`config.mk`:
```
export PLATFORM = sky130hd
export DESIGN_NAME = mdu_issue_ctrl
export DESIGN_NICKNAME = d
export VERILOG_FILES = /design/src/rtl/mdu_issue_ctrl.sv
export SDC_FILE = /design/constraint.sdc
export NUM_CORES = 1
export LEC_CHECK = 0
export BUFFER_PORTS_ARGS = -buffer_cell sky130_fd_sc_hd__buf_2
export CAP_MARGIN = 20
export CORE_AREA = 2 2 39 41
export CTS_CLUSTER_SIZE = 24
export DETAILED_ROUTE_END_ITERATION = 10
export DIE_AREA = 0 0 41 43
export GPL_ROUTABILITY_DRIVEN = 0
export MAX_ROUTING_LAYER = met4
export SYNTH_ARGS = -nofsm -noshare
export SYNTH_HDL_FRONTEND = slang
export SYNTH_SLANG_ARGS = --single-unit
```
`constraint.sdc`:
```
create_clock -name clk -period 2.3 [get_ports clk]
set_input_delay 0.345 -clock clk [delete_from_list [all_inputs] [get_ports clk]]
set_output_delay 0.345 -clock clk [all_outputs]
set_load 0.01 [all_outputs]
```
`src/rtl/mdu_issue_ctrl.sv`:
```
// Issue/stall controller for the E-stage MDU: Start pulse, busy window mirror, D-stage stall.
// Optional MDU_PERF_EN adds perf_issued/perf_stall event counters.
module mdu_issue_ctrl #(
    parameter int unsigned MULT_LAT = 5,
    parameter int unsigned DIV_LAT  = 10,
    parameter int unsigned CNT_W    = 4
) (
    input  logic             clk,
    input  logic             reset,
    input  logic             req,
    input  logic             e_valid,
    input  logic [2:0]       e_op,
    input  logic             d_use_md,
    output logic             start,
    output logic             busy,
    output logic             stall,
    output logic [CNT_W-1:0] cycles_left,
    output logic             proto_err
`ifdef MDU_PERF_EN
    ,
    output logic [31:0]      perf_issued,
    output logic [31:0]      perf_stall
`endif
);

    localparam logic [0:0] ST_IDLE = 1'b0;
    localparam logic [0:0] ST_RUN  = 1'b1;

    logic [0:0]       r_state;
    logic [CNT_W-1:0] r_cnt;
    logic             r_proto_err;
    logic             w_is_md;
    logic             w_is_mult;
    logic             w_any_op;
    logic             w_busy;
    logic             w_start;
    logic [CNT_W-1:0] w_lat;

    always_comb begin
        w_is_mult = (e_op == 3'd1) || (e_op == 3'd2);
        w_is_md   = (e_op >= 3'd1) && (e_op <= 3'd4);
        w_any_op  = (e_op != 3'd0);
        w_busy    = (r_state == ST_RUN);
        w_start   = (r_state == ST_IDLE) && e_valid && w_is_md && !req;
        w_lat     = w_is_mult ? CNT_W'(MULT_LAT) : CNT_W'(DIV_LAT);
    end

    always_ff @(posedge clk) begin
        if (!reset) begin
            r_state     <= ST_IDLE;
            r_cnt       <= '0;
            r_proto_err <= 1'b0;
        end else begin
            case (r_state)
                ST_IDLE: begin
                    if (w_start) begin
                        r_state <= ST_RUN;
                        r_cnt   <= w_lat;
                    end
                end
                default: begin
                    // cnt==1 is the commit edge; counter lands on 0 with the return to IDLE
                    if (r_cnt > CNT_W'(1)) begin
                        r_cnt <= r_cnt - CNT_W'(1);
                    end else begin
                        r_state <= ST_IDLE;
                        r_cnt   <= '0;
                    end
                end
            endcase
            if (w_busy && e_valid && w_any_op) begin
                r_proto_err <= 1'b1;
            end
        end
    end

    assign start       = w_start;
    assign busy        = w_busy;
    assign stall       = d_use_md && (w_busy || w_start);
    assign cycles_left = r_cnt;
    assign proto_err   = r_proto_err;

`ifdef MDU_PERF_EN
    logic [31:0] r_perf_issued;
    logic [31:0] r_perf_stall;

    always_ff @(posedge clk) begin
        if (!reset) begin
            r_perf_issued <= '0;
            r_perf_stall  <= '0;
        end else begin
            if (w_start) begin
                r_perf_issued <= r_perf_issued + 32'd1;
            end
            if (stall) begin
                r_perf_stall <= r_perf_stall + 32'd1;
            end
        end
    end

    assign perf_issued = r_perf_issued;
    assign perf_stall  = r_perf_stall;
`endif

endmodule
```
### Yosys cells after proc, flatten, opt, wreduce, memory -nomap -nowiden

Index checks and enable logic that the tools add are counted.

| word-level totals | value |
|---|---|
| flip-flop bits (word level) | 6 |
| input bits | 8 |
| output and inout bits | 8 |
| word-level logic and storage cells | 29 |

| cells by class | value |
|---|---|
| add/subtract/negate cells | 1 |
| order comparisons | 3 |
| equality and inequality tests | 2 |
| muxes and demuxes | 7 |
| bitwise logic cells | 1 |
| reduce and logical (&&, ||, !) cells | 12 |

Operators by type and width:

| kind | count |
|---|---|
| $mux 4 | 4 |
| $logic_and 1x1->1 | 7 |
| $gt 4x1->1 const B | 1 |
| $sub 4x1->4 const B | 1 |
| $eq 3x1->1 const B | 1 |
| $eq 3x2->1 const B | 1 |
| $ge 3x1->1 const B | 1 |
| $le 3x3->1 const B | 1 |
| $mux 1 | 3 |
| $reduce_bool 3->1 | 1 |
| $logic_or 1x1->1 | 2 |
| $reduce_bool 2->1 | 1 |
| $logic_not 1->1 | 1 |
| $not 1->1 | 1 |

### Depth between registers and ports, before layout

Gate-level depths: netlist (run 1).

| logic depth | value |
|---|---|
| depth in word-level cells | 6 |
| mapped depth | 6 |
| depth with buffers taken out | 6 |

### Worst setup path after synthesis (run 1)

Ideal clock, no wire load.

| path | value |
|---|---|
| path type | in2out |
| from | input e_op[2] |
| to | output stall |
| data arrival time | 1.200 ns |
| required time | 1.955 ns |
| setup slack | 0.755 ns |
| stages on the path | 4 |
| buffers on the path | 1 |
| cells stage by stage | or3_1 > and3_1 > buf_6 > o21a_1 |

| on the way | value |
|---|---|
| word-level cells in the longest chain between the ends | 6 |
| elaborated cells between the ends (all ways) | 7 |
| classes of those cells | order compare: 2; reduce/logical: 5 |

RTL lines:

| item | RTL line | RTL |
|---|---|---|
| start: declaration | 12 | `input logic [2:0] e_op,` |
| $ge 3x1->1 / $le 3x3->1 (equally long branches) | 41 | `w_is_md = (e_op >= 3'd1) && (e_op <= 3'd4);` |
| $logic_and 1x1->1 (*) | 41 |  |
| $logic_and 1x1->1 (*) (2 in series) | 44 | `w_start = (r_state == ST_IDLE) && e_valid && w_is_md && !req;` |
| $logic_or 1x1->1 (*) | 79 | `assign stall = d_use_md && (w_busy \|\| w_start);` |
| $logic_and 1x1->1 (*) | 79 |  |
| end: declaration | 16 | `output logic stall,` |

Mark *: on every way between the ends. The rest lies on a longest branch, timed or not.

### Worst setup path in the final report (run 1)

Ends and elaborated chain as after synthesis.

==> reports/qor.yml, run 1 <==
routing:
  viasPerCell: 5.11
  drc: 0
  drt-initial-drc-count: 9
  dr.pass1.iters: 4
  route.vias.total: 404
  routedWlPerCell_um: 10.9
  wl_um: 862
  ant_nets: 0
synthesis:
  syn-instance-count: 47
  synth.most_common_cell: "dfxtp_1"
  yosys-top-cells-area: "dfxtp_1, ha_1, o21ai_0"
  ys_seq_elements: 6
  syn_nets: 57
  synth_edf_count: 0
  synth_top_area_cell: "dfxtp_1"
  syn_area_per_cell_sq_um: 8.65
  syn_area_sq_um: 407
  synth_ff_type: "dfxtp_1"
  synth_top_area_share_pct: 29.5
  synth-warning-count: 0
  synth_cell_types: 26
  yosys-top-cells-count: "dfxtp_1, inv_1, nor2_1, o21ai_0"
  yosysSeqAreaShare_pct: 29.5
  synthArstFlopShare_pct: 0
worst_setup_path:
  cp.arrival_ns: 1.41
  crit_required_ns: 1.96
  max_stage_delay_ns: 0.38
  rr_startpoint: "cycles_left[1]"
  reg2reg_depth: 6
  slowest_stage: "or3_1"
  cp.depth: 5
  crit_path_end_kind: "primary output"
  cp_top_family: "simple AND/OR/NAND/NOR gates"
  crit_start: "e_op[2]"
  r2r_slack_ns: 0.70
  start_kind: "input port"
  path_common_cell: "buf_2"
  cp_cell_sequence: "buf_2 > or3_1 > and3_1 > o21a_1 > buf_2"
  timing.rr.end: "cycles_left[3]"
  path_buf_inv: 2
  path_class: "in -> out"
  worstPathMaxFanout: 6
  cp-endpoint: "stall"
grt:
  antenna_found_initial: 0
  grt_use_met2_pct: 15.6
  first_global_vias: 344
  met1_usage_pct: 17.2
  grt_pass1_wl_um: 1430
  grt-ovfl-total: 0
  grt_max_degree: 13
  busiest_layer: "met1"
  use_met3_pct: 3.14
  grt_usage_pct: 11.9
floorplanning:
  fp.dieArea_sq_um: 1760
  rows: 14
  die_w_um: 41
  io_pins: 16
  start_util_pct: 29.4
  die_h_um: 43
  core_sq_um: 1380
place:
  dp_cells: 76
  io_buffers: 15
  hpwl_um: 680
layout:
  drive_gt1_share_pct: 34.9
  multi_input_area_sq_um: 253
  fin_cells: 79
  nFillCells: 155
  syn_to_final_growth_pct: 25.2
  seq_area_sq_um: 120
  nNetsFinal: 75
  antenna_cells: 0
  fin_util_pct: 36.8
clock_network:
  cts_max_path_buffers: 2
  cts_tree: "yes"
  cts.reportedPaths.clkPinSlew_ns: 0.04
  cts-root-buf: "clkbuf_4"
  clock-sinks: 6
  ctsResizeCount: 0
  post_cts_buffers: 0
  cts_made_buffers: 3
  worstSkewPairLatency_ns: 0.24
  cts_hold_buf: 0
  htree_levels: 1
sta:
  finalCritPeriodShare_pct: 76.4
  slew_viol_final: 0
  relSlewSlack_pct: 64.5
  fin_skew_ns: 0.00672
  setup_tns_ns: 0
  tightest_slew_ns: 0.528
  fmax_mhz: 569
  rsz0062_at_grt: "no"
  hold_violations: 0
  fin_crit_ns: 1.76
  setup-violations-final: 0
power_and_ir_drop:
  power_leakage_nw: 0.245
  p_per_area_nw_per_um2: 559
  ir_worst_vdd_uv: 174
run_status:
  status: "finished, final reports clean"
worst_hold_path:
  hold_class: "in -> reg"
run:
  cap_violations: 0
worst register-to-register path, delay by kind of cell, from the launching register on:
kind / cells / cell delay (ns)
AND/OR/NAND/NOR: 1 / 0.05
flip-flops: 1 / 0.31
AO/OA/AOI/OAI: 3 / 0.81
buffers and inverters: 1 / 0.12
adder cells (fa/ha/maj): 1 / 0.20
how the worst min path moves through the flow:
stage	cells after the start	end	slack [ns]	from
finish	3	proto_err	0.38	e_valid
global route	2	busy	0.38	reset
CTS	3	proto_err	0.38	e_valid
detailed placement	2	proto_err	0.47	proto_err
global placement	2	proto_err	0.48	proto_err
floorplan	1	busy	0.46	reset
metal layers:
layer / share of wire (%) / vias up
met3: 9.4 / 0
li1: - / 209
met1: 47 / 180
met2: 44 / 15
met5: 0 / -
met4: 0 / 0
state kept, by name, summed over array words and instances (netlist names):
register	count
proto_err	1
cycles_left	4
busy	1
through the flow:
step | setup WS [ns] | area, sq um | hold WS, ns | total power, mW
final | 0.542 | 509 | 0.384 | 0.285
after global routing | 0.464 | 509 | 0.378 | 0.307
after CTS | 0.534 | 509 | 0.382 | 0.288
after detailed placement | 0.545 | 487 | 0.473 | 0.191
after global placement | 0.561 | 487 | 0.477 | 0.191
after floorplan | 0.755 | 407 | 0.462 | 0.168
layout by cell type (no fill, tap or decap):
master	instances
clkbuf_4	3
and3b_2	1
nor2b_4	1
ha_1	2
o221a_1	1
o21ai_0	4
inv_1	5
o22ai_1	1
o31ai_1	1
nand3b_1	2
a2bb2oi_2	1
and3_1	1
xnor2_1	1
o311a_2	1
nor2_1	5
o21bai_1	1
nor2b_1	1
buf_2	15
o32ai_1	1
or3_1	1
nor3b_1	2
dfxtp_1	6
a41oi_1	1
o21a_1	2
nand3_1	2
a31oi_1	1
where the power goes:
part / total [mW] / switching (mW) / internal, mW
registers: 0.122 / 0.00994 / 0.112
clock network: 0.0949 / 0.0360 / 0.0589
logic: 0.0677 / 0.0348 / 0.0330
total: 0.285 / 0.0807 / 0.204
cell families after synthesis:
| family | synth area share, % |
|---|---|
| adder cells (fa/ha/maj) | 6.15 |
| AND/OR/NAND/NOR | 24.9 |
| AO/OA/AOI/OAI | 28.9 |
| XOR/XNOR | 2.15 |
| buffers and inverters | 8.31 |
| flip-flops | 29.5 |
final cells by class:
class	count	area share, %
tap	16	3.93
inverter	5	3.69
clock buffer	3	4.42
timing repair buffer	15	14.7
multi-input combinational	34	49.6
sequential	6	23.6
No activity file was read; power rests on OpenSTA's default activity.
==> run 2: changes to the inputs <==
Clock period 2.3 ns to 1.7 ns, I/O delays scaled along.
==> reports/qor.yml, run 2 (same netlist as run 1, synthesis figures left out) <==
clock_network:
  cts_hold_buf: 0
  ctsResizeCount: 0
  cts_max_path_buffers: 2
  htree_levels: 1
  post_cts_buffers: 0
  cts_made_buffers: 3
  worstSkewPairLatency_ns: 0.25
  clock-sinks: 6
  cts-root-buf: "clkbuf_4"
  cts.reportedPaths.clkPinSlew_ns: 0.04
  cts_tree: "yes"
power_and_ir_drop:
  p_int_mw: 0.278
  ir_worst_vdd_uv: 251
  power_frac_seq_pct: 41.3
  clockPowerShare_pct: 34.5
  power_leakage_nw: 0.255
  p_sw_share_pct: 29.5
  p_per_area_nw_per_um2: 753
  finalPower_mw: 0.395
  power.net_switching_mw: 0.116
  combPwrFrac_pct: 24.2
routing:
  route.vias.total: 399
  viasPerCell: 4.93
  drc: 0
  ant_nets: 0
  wl_um: 867
  dr.pass1.iters: 3
  routedWlPerCell_um: 10.7
  drt-initial-drc-count: 7
floorplanning:
  rows: 14
  start_util_pct: 29.4
  fp.dieArea_sq_um: 1760
  core_sq_um: 1380
  io_pins: 16
  die_h_um: 43
  die_w_um: 41
grt:
  grt_usage_pct: 12.3
  grt_max_degree: 8
  grt-ovfl-total: 0
  antenna_found_initial: 0
  first_global_vias: 362
  grt_pass1_wl_um: 1500
layout:
  final_cell_area_sq_um: 524
  final_common_cell: "buf_2"
  nNetsFinal: 77
  antenna_cells: 0
  syn_to_final_growth_pct: 28.9
  layout_common_cells: "buf_2, dfxtp_1, inv_1, nor2_1, o21ai_0"
  drive_gt1_share_pct: 36.9
  largest_reg_flops: 4
worst_setup_path:
  cp_cell_sequence: "buf_2 > or3_1 > and3_1 > o21a_1 > buf_2"
  cp.arrival_ns: 1.33
  crit_required_ns: 1.44
  reg2reg_depth: 7
  path_common_cell: "buf_2"
  r2r_slack_ns: 0.26
  start_kind: "input port"
  path_class: "in -> out"
  path_buf_inv: 2
  worstPathMaxFanout: 6
  cp.depth: 5
  cp_top_family: "simple AND/OR/NAND/NOR gates"
  slowest_stage: "or3_1"
  max_stage_delay_ns: 0.38
  crit_path_end_kind: "primary output"
sta:
  fin_skew_ns: 0.00416
  hold_violations: 0
  finalCritPeriodShare_pct: 93.2
  slew_viol_final: 0
  rsz0062_at_grt: "no"
  layout_setup_ws_ns: 0.115
  setup_tns_ns: 0
  relSlewSlack_pct: 80.5
  tightest_slew_ns: 0.293
  fmax_mhz: 631
  fin_crit_ns: 1.58
  setup-violations-final: 0
place:
  hpwl_um: 713
  placed_area_sq_um: 502
  place_worst_setup_slack_ns: 0.125
  io_buffers: 15
run:
  cap_violations: 0
worst_hold_path:
  holdPathStages: 3
  hold_class: "in -> reg"
run_status:
  status: "finished, final reports clean"
[run 2: area by class of cell]
class	instances	area, sq um
well taps	16	20.0
inverters	5	18.8
flip-flops and latches	6	120
multi-input cells	34	253
fillers	155	860
clock buffers	3	22.5
repair buffers	17	90.1
[run 2: worst paths after layout]
kind,from,to
setup / recovery,e_op[2],stall
setup reg to reg,cycles_left[1],cycles_left[3]
hold / removal,e_valid,proto_err
hold reg to reg,proto_err,proto_err
[run 2: metrics by stage]
| step | hold WS [ns] | utilization, % | cells |
|---|---|---|---|
| finish | 0.274 | 37.9 | 81 |
| global route | 0.295 | 37.9 | 81 |
| CTS | 0.277 | 37.9 | 81 |
| detailed placement | 0.478 | 36.3 | 78 |
| global placement | 0.475 | 36.3 | 78 |
| floorplan | 0.372 | - | 47 |
[run 2: worst register-to-register path: stages, from the launching register on]
cell	delay [ns]
dfxtp_1	0.31
inv_1	0.12
ha_1	0.20
nor2_1	0.05
o31ai_1	0.18
buf_4	0.17
a41oi_1	0.04
o221a_1	0.25
[run 2: power groups by stage]
stage | sequential, mW | combinational [mW] | clock, mW
finish | 0.163 | 0.0956 | 0.136
global route | 0.165 | 0.108 | 0.147
CTS | 0.163 | 0.0961 | 0.139
detailed placement | 0.166 | 0.0955 | 0
global placement | 0.166 | 0.0952 | 0
floorplan | 0.167 | 0.0592 | 0
[run 2: per-layer routing]
metal	wire (um)	global-route usage, %	vias up
li1	-	-	208
met1	413	18.0	176
met2	373	15.3	12
met3	54	1.57	3
met4	26	8.00	0
met5	0	-	-
